`config.mk`:
```
export PLATFORM = sky130hd
export DESIGN_NAME = im_loader_flat
export DESIGN_NICKNAME = d
export VERILOG_FILES = /design/src/rtl/im_loader_if.sv /design/src/rtl/im_loader.sv /design/src/flat_wrapper.sv
export SDC_FILE = /design/constraint.sdc
export NUM_CORES = 1
export LEC_CHECK = 0
export BUFFER_PORTS_ARGS = -buffer_cell sky130_fd_sc_hd__buf_2
export CELL_PAD_IN_SITES_DETAIL_PLACEMENT = 1
export CELL_PAD_IN_SITES_GLOBAL_PLACEMENT = 1
export CORE_ASPECT_RATIO = 1.75
export CORE_MARGIN = 8
export CORE_UTILIZATION = 37
export CTS_CLUSTER_DIAMETER = 200
export CTS_CLUSTER_SIZE = 16
export DETAILED_ROUTE_END_ITERATION = 7
export PLACE_DENSITY = 0.85
export REMOVE_ABC_BUFFERS = 1
export SLEW_MARGIN = 20
export SYNTH_ARGS = -nofsm -noshare
export SYNTH_HDL_FRONTEND = slang
export SYNTH_SLANG_ARGS = --single-unit
```
`constraint.sdc`:
```
create_clock -name i_clk -period 2.05 [get_ports i_clk]
set_input_delay 0.205 -clock i_clk [delete_from_list [all_inputs] [get_ports i_clk]]
set_output_delay 0.205 -clock i_clk [all_outputs]
set_load 0.005 [all_outputs]
```
`src/rtl/im_loader_if.sv`:
```
// Host-link byte stream plus instruction-RAM write port of the loader.
// The loader takes the slave side; the host/RAM/core environment takes the master side.
interface im_loader_if;
  logic        start;
  logic [7:0]  rx_data;
  logic        rx_valid;
  logic        rx_ready;
  logic        is_write;
  logic [31:0] im_addr;
  logic [31:0] im_inst;
  logic        core_hold;
  logic        busy;
  logic        done;
  logic        err;
  logic [15:0] words_written;

  modport master (
    output start, rx_data, rx_valid,
    input  rx_ready, is_write, im_addr, im_inst, core_hold, busy, done, err, words_written
  );

  modport slave (
    input  start, rx_data, rx_valid,
    output rx_ready, is_write, im_addr, im_inst, core_hold, busy, done, err, words_written
  );
endinterface

```
`src/rtl/im_loader.sv`:
```
// Loads a length-prefixed, XOR-checksummed byte frame into instruction RAM,
// one little-endian 32-bit word per write strobe, holding the core while it runs.
module im_loader #(
  parameter logic [31:0] BASE_ADDR = 32'h0000_0000,
  parameter int          MAX_WORDS = 1024
) (
  input logic        i_clk,
  input logic        i_rst_n,
  im_loader_if.slave bus
);

  localparam logic [2:0] S_IDLE   = 3'd0;
  localparam logic [2:0] S_LEN_LO = 3'd1;
  localparam logic [2:0] S_LEN_HI = 3'd2;
  localparam logic [2:0] S_DATA   = 3'd3;
  localparam logic [2:0] S_WRITE  = 3'd4;
  localparam logic [2:0] S_CSUM   = 3'd5;
  localparam logic [2:0] S_DONE   = 3'd6;

  logic [2:0]  r_state;
  logic [15:0] r_len;
  logic [23:0] r_word;
  logic [1:0]  r_byte_idx;
  logic [7:0]  r_csum;
  logic [15:0] r_words;
  logic [31:0] r_addr;
  logic [31:0] r_inst;
  logic        r_err;

  logic        w_rx_ready;
  logic        w_accept;
  logic [15:0] w_len_full;
  logic        w_len_bad;
  logic [31:0] w_word_next;

  assign w_rx_ready  = (r_state == S_LEN_LO) || (r_state == S_LEN_HI) ||
                       (r_state == S_DATA)   || (r_state == S_CSUM);
  assign w_accept    = bus.rx_valid && w_rx_ready;
  assign w_len_full  = {bus.rx_data, r_len[7:0]};
  assign w_len_bad   = (w_len_full == 16'd0) || ({16'd0, w_len_full} > 32'(MAX_WORDS));
  // Newest byte enters at the top, so after four bytes the first one sits in [7:0].
  assign w_word_next = {bus.rx_data, r_word};

  always_ff @(posedge i_clk) begin
    if (!i_rst_n) begin
      r_state    <= S_IDLE;
      r_len      <= 16'd0;
      r_word     <= 24'd0;
      r_byte_idx <= 2'd0;
      r_csum     <= 8'd0;
      r_words    <= 16'd0;
      r_addr     <= 32'd0;
      r_inst     <= 32'd0;
      r_err      <= 1'b0;
    end else begin
      case (r_state)
        S_IDLE: begin
          if (bus.start) begin
            r_err      <= 1'b0;
            r_words    <= 16'd0;
            r_byte_idx <= 2'd0;
            r_csum     <= 8'd0;
            r_state    <= S_LEN_LO;
          end
        end
        S_LEN_LO: begin
          if (w_accept) begin
            r_len   <= {8'd0, bus.rx_data};
            r_state <= S_LEN_HI;
          end
        end
        S_LEN_HI: begin
          if (w_accept) begin
            r_len <= w_len_full;
            if (w_len_bad) begin
              r_err   <= 1'b1;
              r_state <= S_DONE;
            end else begin
              r_state <= S_DATA;
            end
          end
        end
        S_DATA: begin
          if (w_accept) begin
            r_word     <= w_word_next[31:8];
            r_csum     <= r_csum ^ bus.rx_data;
            r_byte_idx <= r_byte_idx + 2'd1;
            if (r_byte_idx == 2'd3) begin
              // Word index equals words already written; address wraps modulo 2^32.
              r_inst  <= w_word_next;
              r_addr  <= BASE_ADDR + {14'd0, r_words, 2'b00};
              r_state <= S_WRITE;
            end
          end
        end
        S_WRITE: begin
          r_words <= r_words + 16'd1;
          r_state <= (r_words == r_len - 16'd1) ? S_CSUM : S_DATA;
        end
        S_CSUM: begin
          if (w_accept) begin
            if (bus.rx_data != r_csum) r_err <= 1'b1;
            r_state <= S_DONE;
          end
        end
        S_DONE:  r_state <= S_IDLE;
        default: r_state <= S_IDLE;
      endcase
    end
  end

  assign bus.rx_ready      = w_rx_ready;
  assign bus.is_write      = (r_state == S_WRITE);
  assign bus.im_addr       = r_addr;
  assign bus.im_inst       = r_inst;
  assign bus.core_hold     = (r_state != S_IDLE);
  assign bus.busy          = (r_state != S_IDLE);
  assign bus.done          = (r_state == S_DONE);
  assign bus.err           = r_err;
  assign bus.words_written = r_words;

endmodule

```
`src/flat_wrapper.sv`:
```
// flat-port wrapper written by rule: the top's interface ports become plain ports
module im_loader_flat 
#(
  parameter logic [31:0] BASE_ADDR = 32'h0000_0000,
  parameter int          MAX_WORDS = 1024
)
  (i_clk, i_rst_n, bus_start, bus_rx_data, bus_rx_valid, bus_rx_ready, bus_is_write, bus_im_addr, bus_im_inst, bus_core_hold, bus_busy, bus_done, bus_err, bus_words_written);
  im_loader_if bus_i ();
  input logic i_clk;
  input logic i_rst_n;
  input wire logic [$bits(bus_i.start)-1:0] bus_start;
  input wire logic [$bits(bus_i.rx_data)-1:0] bus_rx_data;
  input wire logic [$bits(bus_i.rx_valid)-1:0] bus_rx_valid;
  output wire logic [$bits(bus_i.rx_ready)-1:0] bus_rx_ready;
  output wire logic [$bits(bus_i.is_write)-1:0] bus_is_write;
  output wire logic [$bits(bus_i.im_addr)-1:0] bus_im_addr;
  output wire logic [$bits(bus_i.im_inst)-1:0] bus_im_inst;
  output wire logic [$bits(bus_i.core_hold)-1:0] bus_core_hold;
  output wire logic [$bits(bus_i.busy)-1:0] bus_busy;
  output wire logic [$bits(bus_i.done)-1:0] bus_done;
  output wire logic [$bits(bus_i.err)-1:0] bus_err;
  output wire logic [$bits(bus_i.words_written)-1:0] bus_words_written;
  assign bus_i.start = bus_start;
  assign bus_i.rx_data = bus_rx_data;
  assign bus_i.rx_valid = bus_rx_valid;
  assign bus_rx_ready = bus_i.rx_ready;
  assign bus_is_write = bus_i.is_write;
  assign bus_im_addr = bus_i.im_addr;
  assign bus_im_inst = bus_i.im_inst;
  assign bus_core_hold = bus_i.core_hold;
  assign bus_busy = bus_i.busy;
  assign bus_done = bus_i.done;
  assign bus_err = bus_i.err;
  assign bus_words_written = bus_i.words_written;
  im_loader #(.BASE_ADDR(BASE_ADDR), .MAX_WORDS(MAX_WORDS)) u_core (.i_clk(i_clk), .i_rst_n(i_rst_n), .bus(bus_i));
endmodule
```
==> tab_implementation.tex, run 1 <==
\begin{tabular}{lr}
\hline
Metric & Value \\
\hline
\multicolumn{2}{l}{\textbf{Clock tree}} \\
Clock sinks & 118 \\
CTS H-Tree Depth & 4 \\
Buffer depth of the longest clock path & 2 \\
Clk slew on worst S/H paths & around 60 ps \\
Buffer type at the clock tree root & sky130\_fd\_sc\_hd\_\_clkbuf\_16 \\
Clock tree from TritonCTS & yes \\
Skew-Pair Late Insertion Delay & about 430 ps \\
Cts bufs inserted & 17 \\
\multicolumn{2}{l}{\textbf{Layout}} \\
Finished layout cell area & between 7000 and 8000 um\^{}2 \\
Area taken by flip-flops and latches & 2360 um\^{}2 \\
Antenna diodes & 0 \\
Number of inserted filler cells in the final layout & 1756 \\
Fraction of final layout cells sized beyond drive strength 1 & 0.250 \\
Footprint of the multi-input gates & roughly 2800 um\^{}2 \\
Non-filler instance count after layout & around 1000 \\
Layout Nets & 827 \\
Layout area overhead & 31.1\% \\
Post-layout utilization of the core & 0.495 \\
\multicolumn{2}{l}{\textbf{Yosys}} \\
Share of synthesized area occupied by flip-flops and latches & 0.438 \\
Synth Instances & between 700 and 800 \\
Post-synthesis sequential element count & around 120 \\
Most common cell in the synthesized netlist & sky130\_fd\_sc\_hd\_\_nand2\_1 \\
Number of enable-type register cells in the synthesized netlist & 0 \\
Library cell with the largest summed area after synthesis & sky130\_fd\_sc\_hd\_\_dfxtp\_1 \\
Cell variety after synth & just under 60 \\
Proportion of synthesized flip-flops having asynchronous set or reset & 0 \\
Top post-synthesis cells by count & 189 x sky130\_fd\_sc\_hd\_\_nand2\_1, 118 x sky130\_fd\_sc\_hd\_\_dfxtp\_1, 105 x sky130\_fd\_sc\_hd\_\_a21oi\_1, 36 x sky130\_fd\_sc\_hd\_\_clkbuf\_1, 35 x sky130\_fd\_sc\_hd\_\_nor2\_1 \\
Yosys top cell area share & 0.438 \\
Combined area of all synthesized cells & 5390 um\^{}2 \\
Top post-synthesis cells by area & sky130\_fd\_sc\_hd\_\_dfxtp\_1 44\%, sky130\_fd\_sc\_hd\_\_nand2\_1 13\%, sky130\_fd\_sc\_hd\_\_a21oi\_1 9.7\%, sky130\_fd\_sc\_hd\_\_buf\_4 2.8\%, sky130\_fd\_sc\_hd\_\_xnor2\_1 2.8\% \\
Post-Syn Area per Cell & 7.68 um\^{}2 \\
Synthesis warning total & 0 \\
Top\_reg\_cell synth & sky130\_fd\_sc\_hd\_\_dfxtp\_1 \\
\multicolumn{2}{l}{\textbf{Placed design}} \\
Quantity of I/O buffers inserted on ports & a little over 80 \\
Post-placement cell area & 6170 um\^{}2 \\
Place WS & -192 ps \\
Placed Instances & between 900 and 1000 \\
Final weighted congestion of routability-driven global placement & between 0.9 and 1 \\
Half-perimeter wire length after detailed placement & 12800 um \\
\multicolumn{2}{l}{\textbf{Power and ir drop}} \\
Peak supply drop & $\sim$0.60 mV \\
Leakage power & roughly 0.0028 uW \\
Power Density & 1010 nW/um\^{}2 \\
\multicolumn{2}{l}{\textbf{Critical path}} \\
Crit Path Category & register to register \\
Critical Path Max Stage Delay & 650 ps \\
Critical Path, Cell by Cell & or4\_1 -> nor3\_2 -> o311ai\_0 -> o2111ai\_1 -> nor4\_4 -> o311a\_1 \\
Startpoint class of the critical path & register \\
Crit Path Max Fanout & 6 \\
Required time reported for the critical path endpoint & 2360 ps \\
Slowest library cell on the worst path & sky130\_fd\_sc\_hd\_\_or4\_1 \\
Nature of the critical path endpoint & register \\
Worst Path Arrival & roughly 2600 ps \\
\multicolumn{2}{l}{\textbf{Run status}} \\
Run status & finished with violations \\
Violations in the final reports & setup timing \\
\multicolumn{2}{l}{\textbf{STA}} \\
Slew margin rel. & 0.648 \\
Setup violations, final & 2 \\
Period utilisation layout & 1.09 \\
Setup ws final & -187 ps \\
Hold\_ws & 126 ps \\
Shortest clock period the worst path allows after layout & 2240 ps \\
Max Clock Freq & 0.447 GHz \\
Max-slew violation count & 0 \\
Worst setup skew after layout & $\sim$8.5 ps \\
Fin. Hold Viols & 0 \\
Setup repair after global routing missed its margin & yes \\
Slew at the pin with the worst max-slew slack & 522 ps \\
\multicolumn{2}{l}{\textbf{GRT}} \\
Largest net degree at the start of global routing & 41 \\
Number of global-route vias before repair & 6015 \\
Combined global-route utilization of all metal layers & 0.211 \\
Leftover overflow at the end of global routing & 0 \\
Initial antenna violation count & 0 \\
First-pass GRT wire length & 30900 um \\
\multicolumn{2}{l}{\textbf{Floorplan}} \\
Num rows & 58 \\
Core area & around 14000 um\^{}2 \\
Number of placed I/O pins & 98 \\
Die boundary width & approximately 110 um \\
Chip height & 176 um \\
Die Outline Area & 18800 um\^{}2 \\
Effective utilization at floorplan & 0.377 \\
\multicolumn{2}{l}{\textbf{Routing}} \\
Post-detailed-route via-to-cell ratio & 5.52 \\
Detailed-route via count & 5547 \\
Pre-Repair DR Iteration Count & 4 \\
Post-route antenna net violation count & 0 \\
Count of unresolved DRC violations after routing & 0 \\
Final Routed Wirelength & 19800 um \\
Number of DRC markers after the initial detailed-route iteration & approximately 200 \\
Routed WL per cell & 19.7 um \\
\multicolumn{2}{l}{\textbf{Min path}} \\
Path category of the worst min-delay check & primary input to register \\
\multicolumn{2}{l}{\textbf{Job}} \\
Number of max-cap violations & 0 \\
\hline
\end{tabular}
## state kept, by name, summed over array words and instances, names as in the netlist
name,count
u_core.r_state,3
u_core.bus.err,1
u_core.r_byte_idx,2
u_core.bus.words_written,16
u_core.r_word,24
u_core.r_csum,8
u_core.bus.im_addr,16
u_core.bus.im_inst,32
u_core.r_len,16
## layout make-up
| class | instances | area share |
|---|---|---|
| flip-flops and latches | 118 | 0.334 |
| well taps | 180 | 0.0319 |
| inverters | 13 | 0.00779 |
| clock buffers | 18 | 0.0621 |
| repair buffers | 141 | 0.126 |
| multi-input cells | 521 | 0.403 |
| clock inverters | 14 | 0.0349 |
## path summary, 6_finish.rpt
path	startpoint	endpoint	slack, ps	cells past startpoint
worst max-delay path	u_core.r_len[4]$_SDFFE_PN0P_	u_core.r_state[2]$_SDFFE_PN0P_	-190	6
worst max register to register	u_core.r_len[4]$_SDFFE_PN0P_	u_core.r_state[2]$_SDFFE_PN0P_	-190	6
worst min-delay path	bus_rx_data[4]	u_core.r_word[20]$_SDFFE_PN0P_	130	3
worst min register to register	u_core.bus.im_addr[17]$_SDFFE_PN0P_	u_core.bus.im_addr[17]$_SDFFE_PN0P_	450	2
## cells by family (layout without fill, tap and decap cells)
logic type               after synthesis  after routing  synth area share
AO/OA/AOI/OAI                        174            174             0.183
XOR/XNOR                              24             24            0.0390
adder cells (fa/ha/maj)                3              3           0.00696
buffers and inverters                 78            186            0.0740
flip-flops                           118            118             0.438
multiplexers                           4              4           0.00789
other                                  1             16          0.000695
AND/OR/NAND/NOR                      300            300             0.251
## routing by layer
layer  vias up  track usage  wire length (um)
li1       2584            -                 -
met3        70       0.0422               779
met2       176        0.389             10600
met1      2717        0.200              7390
met5         -            0                 0
met4         0        0.148              1020
## stage by stage
step / TNS [ps] / power (uW)
after detailed placement: -399 / 3460
after CTS: -97.8 / 7090
final: -340 / 7160
after floorplan: -54470 / 3010
after global routing: -437 / 7380
after global placement: -284 / 3430
## worst max-delay path: cells and delay by family (launching register included)
kind            cells  cell delay [ps]
compound gates      3              700
flops               1              430
simple gates        3             1000
## cell usage in the layout, fill, tap and decap left out, types with 3 or more instances in the layout
cell	instances
sky130_fd_sc_hd__a21o_1	3
sky130_fd_sc_hd__dfxtp_1	116
sky130_fd_sc_hd__a311oi_1	3
sky130_fd_sc_hd__buf_2	81
sky130_fd_sc_hd__xor2_1	7
sky130_fd_sc_hd__a21oi_1	104
sky130_fd_sc_hd__nor4_1	5
sky130_fd_sc_hd__nand4_1	6
sky130_fd_sc_hd__nand3b_1	3
sky130_fd_sc_hd__inv_1	10
sky130_fd_sc_hd__conb_1	16
sky130_fd_sc_hd__a31oi_1	9
sky130_fd_sc_hd__nor2b_1	3
sky130_fd_sc_hd__nand3_1	20
sky130_fd_sc_hd__a22oi_1	4
sky130_fd_sc_hd__buf_4	55
sky130_fd_sc_hd__nor2_1	34
sky130_fd_sc_hd__bufinv_16	6
sky130_fd_sc_hd__buf_6	3
sky130_fd_sc_hd__nand2_1	188
sky130_fd_sc_hd__clkbuf_16	17
sky130_fd_sc_hd__and3_1	3
sky130_fd_sc_hd__o311a_1	3
sky130_fd_sc_hd__o22ai_1	3
sky130_fd_sc_hd__xnor2_1	16
sky130_fd_sc_hd__o21ai_0	26
sky130_fd_sc_hd__nor3_1	10
## power by group
group / internal, uW / switching (uW)
Combinational: 528 / 732
Sequential: 2340 / 61.6
Clock: 2330 / 1180
## repair_timing
item | in CTS | in global routing
pin swaps | 9 | 5
hold buffers | 0 | 0
setup endpoints to repair | 3 | 3
buffers inserted | 6 | 1
hold endpoints to repair | 0 | 0
gates resized for setup | 20 | 14
Note: power is estimated with default switching activity, not from simulation.
==> inputs of run 2 (changes only) <==
- CTS_CLUSTER_SIZE: 16 -> not set
- REMOVE_ABC_BUFFERS: 1 -> not set
==> run 2 against run 1 <==
Net effect:
- the flow still finishes with violations (setup timing)
- clock power decreased by 17%
- critical path depth up 2
- worst hold slack got worse by 13 ps
- sequential share of layout area is 1.6 points higher
- first-iteration DRC count increased by 27%
- non-clock buffer count down 9
- cell count down 0.90%
- combinational power shrank 20%
- core utilization down 2.3 points
- register-to-register slack hardly changed
- total power down 12%
- sequential power barely moved
- critical path type unchanged
==> tab_implementation.tex, run 2 (synthesis results as in run 1) <==
\begin{tabular}{lr}
\hline
Metric & Value \\
\hline
\multicolumn{2}{l}{\textbf{Power and ir drop}} \\
Part of the total power dissipated in combinational logic & 0.159 (-0.017) \\
Leakage power & 0.00265 uW (-5.1\%) \\
Design Power & 6310 uW (-12\%) \\
Peak supply drop & 0.538 mV (-11\%) \\
Int Power & 4370 uW (-16\%) \\
Part of the power in registers & 0.383 (+0.048) \\
Net Sw Frac & 0.307 (+0.0324) \\
Net switching component of the power & 1940 uW (-1.6\%) \\
Power Density & 936 nW/um\^{}2 (-7.7\%) \\
Part of the total power dissipated in the clock network & 0.458 (-0.031) \\
\multicolumn{2}{l}{\textbf{Routing}} \\
Post-detailed-route via-to-cell ratio & 5.46 (-0.99\%) \\
Detailed-route via count & 5443 (-1.9\%) \\
Routed WL per cell & 18.8 um (-4.5\%) \\
Final Routed Wirelength & 18700 um (-5.4\%) \\
Count of unresolved DRC violations after routing & 0 (unchanged) \\
Post-route antenna net violation count & 0 (unchanged) \\
Number of DRC markers after the initial detailed-route iteration & 258 (+27\%) \\
Pre-Repair DR Iteration Count & 7 (+3) \\
\multicolumn{2}{l}{\textbf{Critical path}} \\
Critical Path, Cell by Cell & inv\_1 -> ha\_1 -> nor3b\_4 -> a31oi\_1 -> o211ai\_1 -> nor2\_1 -> o41ai\_2 -> o311a\_1 \\
Worst Path Arrival & 2600 ps (+50 ps) \\
Crit Path Max Fanout & 6 (unchanged) \\
Startpoint class of the critical path & register \\
Critical Path Max Stage Delay & 380 ps (-270 ps) \\
Launch point of the critical path & u\_core.r\_len[1]\$\_SDFFE\_PN0P\_ \\
Crit Path Category & register to register \\
Register-to-Register Setup Slack & -180 ps (about the same) \\
Worst reg2reg endpoint & u\_core.r\_state[2]\$\_SDFFE\_PN0P\_ \\
Nature of the critical path endpoint & register \\
Required time reported for the critical path endpoint & 2410 ps (+50 ps) \\
Count of buffering cells on the critical path with inverters included & 1 (+1) \\
Crit path depth & 8 (+2) \\
Length in cells of the worst reg-to-reg path & 8 (+2) \\
Slowest library cell on the worst path & sky130\_fd\_sc\_hd\_\_o41ai\_2 \\
Crit-path leading delay family & compound AO/OA/AOI/OAI gates \\
Origin of the critical flop-to-flop path & u\_core.r\_len[1]\$\_SDFFE\_PN0P\_ \\
Capturing element of the worst setup path & u\_core.r\_state[2]\$\_SDFFE\_PN0P\_ \\
\multicolumn{2}{l}{\textbf{Clock tree}} \\
Clock tree from TritonCTS & yes \\
Skew-Pair Late Insertion Delay & 430 ps (about the same) \\
Clock sinks & 118 (unchanged) \\
Clk slew on worst S/H paths & 60 ps (about the same) \\
CTS H-Tree Depth & 4 (unchanged) \\
Cts bufs inserted & 17 (unchanged) \\
Number of buffers inserted by hold repair at cts & 0 (unchanged) \\
Buffer depth of the longest clock path & 2 (unchanged) \\
Buffer type at the clock tree root & sky130\_fd\_sc\_hd\_\_clkbuf\_16 \\
\multicolumn{2}{l}{\textbf{Layout}} \\
Footprint of the multi-input gates & 2730 um\^{}2 (-4.0\%) \\
Commonest non-fill, non-tap cell in the layout & sky130\_fd\_sc\_hd\_\_nand2\_1 \\
Number of inserted filler cells in the final layout & 1770 (+0.80\%) \\
Most used cells in the layout excluding fill and tap cells & 187 x sky130\_fd\_sc\_hd\_\_nand2\_1, 117 x sky130\_fd\_sc\_hd\_\_dfxtp\_1, 104 x sky130\_fd\_sc\_hd\_\_a21oi\_1 \\
Layout Nets & 818 (-1.1\%) \\
Fraction of final layout cells sized beyond drive strength 1 & 0.228 (-0.0218) \\
Area taken by flip-flops and latches & 2370 um\^{}2 (about the same) \\
Max FFs per register & 32 (unchanged) \\
Antenna diodes & 0 (unchanged) \\
Finished layout cell area & 6750 um\^{}2 (-4.6\%) \\
Layout area overhead & 25.1\% \\
Post-layout utilization of the core & 0.472 (-0.0228) \\
\multicolumn{2}{l}{\textbf{Run status}} \\
Run status & finished with violations \\
Violations in the final reports & setup timing \\
\multicolumn{2}{l}{\textbf{Placed design}} \\
Half-perimeter wire length after detailed placement & 13100 um (+2.3\%) \\
Final weighted congestion of routability-driven global placement & 0.901 (-2.6\%) \\
Quantity of I/O buffers inserted on ports & 81 (unchanged) \\
Place WS & -142 ps (+50.4 ps) \\
Post-placement cell area & 6120 um\^{}2 (-0.73\%) \\
\multicolumn{2}{l}{\textbf{Floorplan}} \\
Core area & 14300 um\^{}2 (unchanged) \\
Number of placed I/O pins & 98 (unchanged) \\
Die Outline Area & 18800 um\^{}2 (unchanged) \\
Effective utilization at floorplan & 0.377 (unchanged) \\
Die boundary width & 107 um (unchanged) \\
Chip height & 176 um (unchanged) \\
Num rows & 58 (unchanged) \\
\multicolumn{2}{l}{\textbf{STA}} \\
Slew at the pin with the worst max-slew slack & 724 ps (+202 ps) \\
Period utilisation layout & 1.09 (-0.00151) \\
Worst setup skew after layout & 8.08 ps (-0.394 ps) \\
Fin. Hold Viols & 0 (unchanged) \\
Setup violations, final & 2 (unchanged) \\
Slew margin rel. & 0.517 (-0.131) \\
Max-slew violation count & 0 (unchanged) \\
Setup ws final & -184 ps (+3.09 ps) \\
Setup repair after global routing missed its margin & yes \\
Max Clock Freq & 0.448 GHz (+0.14\%) \\
Total negative setup slack & -326 ps (+13.9 ps) \\
Shortest clock period the worst path allows after layout & 2230 ps (-3.09 ps) \\
\multicolumn{2}{l}{\textbf{GRT}} \\
Number of global-route vias before repair & 5702 (-5.2\%) \\
Largest net degree at the start of global routing & 71 (+73\%) \\
Combined global-route utilization of all metal layers & 0.200 (-0.0113) \\
First-pass GRT wire length & 29500 um (-4.6\%) \\
Leftover overflow at the end of global routing & 0 (unchanged) \\
Initial antenna violation count & 1 (+1) \\
\multicolumn{2}{l}{\textbf{Job}} \\
Number of max-cap violations & 0 (unchanged) \\
\multicolumn{2}{l}{\textbf{Min path}} \\
Path category of the worst min-delay check & primary input to register \\
Min-Delay Path Depth & 3 (unchanged) \\
\hline
\end{tabular}
==> run 2: worst min-delay path by stage <==
stage	startpoint	end	slack, ps
after floorplan	i_rst_n	u_core.r_state[1]$_SDFFE_PN0P_	310
after global placement	u_core.bus.im_addr[13]$_SDFFE_PN0P_	u_core.bus.im_addr[13]$_SDFFE_PN0P_	440
after detailed placement	u_core.bus.im_inst[23]$_SDFFE_PN0P_	u_core.bus.im_inst[23]$_SDFFE_PN0P_	440
after CTS	bus_rx_data[7]	u_core.bus.im_inst[31]$_SDFFE_PN0P_	100
after global routing	i_rst_n	u_core.bus.err$_SDFFE_PN0P_	110
final	bus_rx_data[7]	u_core.bus.im_inst[31]$_SDFFE_PN0P_	110
==> run 2: power groups by stage <==
stage	Sequential, uW	Combinational (uW)	Clock [uW]
floorplan	2420	684	0
global placement	2460	914	0
detailed placement	2460	940	0
CTS	2410	995	2940
global route	2420	1090	3030
finish	2420	1010	2890
==> run 2: what timing repair did <==
item	4_1_cts	5_1_grt
setup buffers	1	0
pin swaps	1	1
endpoints found under the setup margin	3	9
cloned	0	0
resized for setup	9	1
==> run 2: through the flow <==
stage                     std cells  hold WS, ps
after floorplan                 717          308
after global placement          963          438
after detailed placement        963          443
after CTS                       996          101
after global routing            996          111
final                           996          113
==> run 2: final cells by class <==
type                            count  share of cell area
Multi-Input combinational cell    521               0.405
Sequential cell                   118               0.351
Timing Repair Buffer              132               0.119
Clock buffer                       17              0.0631
Tap cell                          180              0.0334
Clock inverter                     15              0.0213
Inverter                           13             0.00742
==> run 2: metal layers <==
layer  track usage  routed length, um
met1         0.182               6650
met2         0.377              10200
met3        0.0400                738
met4         0.142               1090
met5             0                 13
==> run 2: worst reg2reg max path, cell delays in order (launching register included) <==
cell and delay (ps):
sky130_fd_sc_hd__dfxtp_1 350, sky130_fd_sc_hd__inv_1 90, sky130_fd_sc_hd__ha_1 200, sky130_fd_sc_hd__nor3b_4 330
sky130_fd_sc_hd__a31oi_1 120, sky130_fd_sc_hd__o211ai_1 340, sky130_fd_sc_hd__nor2_1 130, sky130_fd_sc_hd__o41ai_2 390
sky130_fd_sc_hd__o311a_1 230
